==> config.mk <==
export PLATFORM = sky130hd
export DESIGN_NAME = top_module_add4
export DESIGN_NICKNAME = d
export VERILOG_FILES = /design/src/rtl/top_module_add4.sv
export SDC_FILE = /design/constraint.sdc
export NUM_CORES = 1
export LEC_CHECK = 0
export CAP_MARGIN = 0
export CORE_AREA = 2 2 39 41
export DETAILED_ROUTE_END_ITERATION = 8
export DIE_AREA = 0 0 41 43
export MAX_ROUTING_LAYER = met4
export PLACE_DENSITY = 0.82
export REMOVE_ABC_BUFFERS = 1
export SETUP_SLACK_MARGIN = 0.5
export SLEW_MARGIN = 20
export SYNTH_ARGS = -nofsm -noshare
export SYNTH_HDL_FRONTEND = slang
export SYNTH_SLANG_ARGS = --single-unit
export TNS_END_PERCENT = 30
==> constraint.sdc <==
create_clock -name clk -period 6.5 [get_ports clk]
set_input_delay 1.95 -clock clk [delete_from_list [all_inputs] [get_ports clk]]
set_output_delay 1.95 -clock clk [all_outputs]
set_load 0.01 [all_outputs]
==> src/rtl/top_module_add4.sv <==
// Carry-lookahead adder with an in_valid-qualified result register.
// The combinational sum/carry path is stateless; the registered path adds overflow and zero flags.
module top_module_add4 #(
  parameter int WIDTH = 4
) (
  input  logic             clk,
  input  logic             rst_n,
  input  logic [WIDTH-1:0] a,
  input  logic [WIDTH-1:0] b,
  input  logic             cin,
  input  logic             in_valid,
  output logic [WIDTH-1:0] sum,
  output logic             cout,
  output logic             grp_p,
  output logic             grp_g,
  output logic [WIDTH-1:0] sum_q,
  output logic             cout_q,
  output logic             ovf_q,
  output logic             zero_q,
  output logic             out_valid
);

  localparam int MSB = WIDTH - 1;

  logic [WIDTH-1:0] w_g;
  logic [WIDTH-1:0] w_p;
  logic [WIDTH-1:0] w_gen;   // carry into bit i+1 assuming cin = 0
  logic [WIDTH-1:0] w_prop;  // AND of p[i:0]
  logic [WIDTH:0]   w_c;
  logic             w_run;
  logic             w_ovf;

  logic [WIDTH-1:0] r_sum_q;
  logic             r_cout_q;
  logic             r_ovf_q;
  logic             r_zero_q;
  logic             r_out_valid;

  assign w_g = a & b;
  assign w_p = a ^ b;

  // Each carry is the flat sum-of-products g[i] | p[i]g[i-1] | ... | p[i..0]cin.
  // NOTE: every always_comb output gets a default first so no path can infer a latch.
  always_comb begin
    w_gen  = '0;
    w_prop = '0;
    w_c    = '0;
    w_run  = 1'b1;
    w_c[0] = cin;
    for (int i = 0; i < WIDTH; i++) begin
      w_run = 1'b1;
      for (int j = i; j >= 0; j--) begin
        w_gen[i] = w_gen[i] | (w_g[j] & w_run);
        w_run    = w_run & w_p[j];
      end
      w_prop[i]  = w_run;
      w_c[i+1]   = w_gen[i] | (w_prop[i] & cin);
    end
  end

  assign sum   = w_p ^ w_c[WIDTH-1:0];
  assign cout  = w_c[WIDTH];
  assign grp_p = w_prop[MSB];
  assign grp_g = w_gen[MSB];
  assign w_ovf = (a[MSB] == b[MSB]) & (sum[MSB] != a[MSB]);

  // NOTE: sequential state uses non-blocking assignments so all registers sample the same pre-edge values.
  always_ff @(posedge clk or negedge rst_n) begin
    if (!rst_n) begin
      r_sum_q     <= '0;
      r_cout_q    <= 1'b0;
      r_ovf_q     <= 1'b0;
      r_zero_q    <= 1'b0;
      r_out_valid <= 1'b0;
    end else begin
      r_out_valid <= in_valid;
      if (in_valid) begin
        r_sum_q  <= sum;
        r_cout_q <= cout;
        r_ovf_q  <= w_ovf;
        r_zero_q <= (sum == '0);
      end
    end
  end

  assign sum_q     = r_sum_q;
  assign cout_q    = r_cout_q;
  assign ovf_q     = r_ovf_q;
  assign zero_q    = r_zero_q;
  assign out_valid = r_out_valid;

endmodule

==> impl_metrics.ini <==
[synth]
synthAdderAreaFrac_pct = 13.6
yosys_warnings = 0
yosysTopAreaCellShare_pct = 38.7
synth_edf_count = 0
synth.area.top_cells = dfrtp_1 39%, ha_1 9.7%, mux2_2 8.7%
yosys.area.top_type = dfrtp_1
synth.cells.most_frequent = 8 x dfrtp_1, 6 x inv_1, 4 x ha_1, 4 x mux2_2
synth-xor-area-share_pct = 8.23
syn_inst = 46
yosysMostFrequentCell = dfrtp_1
netlist-cell-type-count = 23
ys_seq_area_share_pct = 38.7
synth_top_family_by_area = compound AO/OA/AOI/OAI gates
synthSimpleGateAreaFrac_pct = 7.75
async_flop_share_pct = 100
synth_area_um2 = 517
synth-compound-area-share_pct = 14.8
synthMuxAreaShare_pct = 11.6
synth_seq_cells = 8
synth_ff_type = dfrtp_1
avgSynthCellArea_um2 = 11.2

[clock_tree]
cts_tree = done
cts_buffer_depth = 2
ctsResizeCount = 0
clock-root-buffer = clkbuf_4
cts.clk_slew.worst_paths_ns = 0.05
htree_levels = 1
hold_buffers = 0
cts_setup_buffers = 0
clock_latency_ns = 0.25
clock_sinks = 8
numCtsBuffers = 3

[sta]
slew_violations = 0
tightest_slew_ns = 0.423
hold_viol = 0
setup_ws_ns = 0.702
finalSetupViolCount = 0
period_needed_ns = 5.80
fin_skew_ns = 0
setup_tns_ns = 0
max_freq_mhz = 172
min_period_over_period_pct = 89.2
rsz0062_at_grt = false
relSlewSlack_pct = 71.7

[floorplanning]
die_x_um = 41
io_pins = 27
die_area_um2 = 1760
initial_utilization_pct = 37.3
fp.dieH_um = 43
fp-row-count = 14
core_area_um2 = 1380

[layout]
diodes = 0
layout.cells.non_filler = 90
area_growth_pct = 57.6
layout.nets = 93
drive_above_1_share_pct = 18.9

[critical_path]
cp_slowest_cell = clkdlybuf4s50_1
cp-start-kind = input port
path_buf_inv = 2
cp_top_family = buffers and inverters
critPathMostFrequentCell = clkdlybuf4s50_1
worstPathCellList = clkdlybuf4s50_1 -> ha_1 -> a21o_1 -> a21oi_2 -> xnor2_1 -> clkdlybuf4s50_1
cp-end-kind = primary output
path_max_fanout = 3
reg2reg_to = sum_q[3]
criticalPathCategory = input port to primary output
slowest_delay_ns = 0.60
critPathRequiredTime_ns = 4.55
rr_worst_depth = 1
timing.rr.start = sum_q[3]
reg2reg_slack_ns = 5.74
crit_arrival_ns = 3.85

[pwr]
seq_power_share_pct = 34.5
comb_power_share_pct = 44.7
leakage_uw = 0.000353
internal-power_uw = 129
p_switching_uw = 53.2
pwr-share-clk_pct = 20.8
switching_share_pct = 29.2
peakVddDrop_mv = 0.0826
power-per-cell-area_nw_per_um2 = 223

[detailed_routing]
dr_total_vias = 437
drtPass1Iterations = 4
drc = 0
viasPerCell = 4.86
drt-total-wl_um = 973
postRouteAntennaNets = 0
wl_per_cell_um = 10.8
drtIter0Drc = 13

[run_status]
status = completed

[global_route]
grt_usage_pct = 12.1
grt_pass1_vias = 371
grt_overflow = 0
antenna_found_initial = 0
grt_max_degree = 11
grt_pass1_wl_um = 1420

[place]
dp.cells = 87
io_buffer_count = 26
place_congestion = 0.704
dp_hpwl_um = 809
dp_slack_ns = 0.687

[hold_path]
min_path_cells = 1
hp-start = sum_q[1]
min_to = sum_q[1]
holdCritPathClass = flip-flop to flip-flop

[flow_run]
max_cap_viol_count = 0
## how the worst max path moves through the flow
stage | startpoint | end | slack [ns] | cells past startpoint
final | a[0] | sum[2] | 0.70 | 6
after floorplan | a[1] | sum[3] | 1.74 | 4
after CTS | a[0] | sum[2] | 0.69 | 6
after global placement | a[0] | sum[2] | 0.72 | 6
after detailed placement | a[0] | sum[2] | 0.69 | 6
after global routing | a[1] | sum[3] | 0.62 | 6
## cell type report
type,instances,area [um2]
clock buffer,3,22.5
fill,117,569
inverter,6,22.5
multi-input combinational,31,289
sequential,8,200
tap,16,20.0
timing repair buffer,26,260
## per-layer routing
metal	GRT usage (%)	routed length [um]	up-vias
met4	8.00	16	0
met3	1.57	97	2
met5	-	0	-
met2	17.5	443	24
li1	-	-	216
met1	15.1	416	195
## flip-flops by register name, indices dropped and copies added, names as in the netlist
name	flops
cout_q	1
out_valid	1
ovf_q	1
sum_q	4
zero_q	1
## cell usage in the layout (no fill, tap or decap), types with 2 or more instances in the layout
master,netlist,final
a21oi_1,3,3
clkbuf_4,0,3
clkdlybuf4s50_1,0,26
dfrtp_1,8,8
ha_1,4,4
inv_1,6,6
mux2_2,4,4
nand2b_1,2,2
xnor2_1,3,3
## metrics by stage
stage | instance area [um2] | power [uW] | hold WS [ns] | utilization (%)
floorplan | 512 | 102 | 0.551 | -
global placement | 792 | 144 | 0.492 | 57.2
detailed placement | 792 | 146 | 0.496 | 57.2
CTS | 815 | 184 | 0.509 | 58.9
global route | 815 | 193 | 0.525 | 58.9
finish | 815 | 182 | 0.509 | 58.9
## logic make-up (layout without fill, tap and decap cells)
| family | after synthesis | count (layout) |
|---|---|---|
| AO/OA/AOI/OAI | 10 | 10 |
| XOR/XNOR | 4 | 4 |
| adder cells (fa/ha/maj) | 5 | 5 |
| buffers and inverters | 7 | 35 |
| flip-flops | 8 | 8 |
| multiplexers | 5 | 5 |
| AND/OR/NAND/NOR | 7 | 7 |
## power by group through the flow
stage | sequential, uW | clock, uW | combinational (uW)
after global placement | 63.5 | 0 | 80.9
final | 62.8 | 37.8 | 81.3
after CTS | 62.9 | 38.9 | 82.0
after floorplan | 68.0 | 0 | 33.9
after global routing | 64.0 | 40.6 | 88.2
after detailed placement | 63.8 | 0 | 81.8
Power figures use the tool's default switching activity.
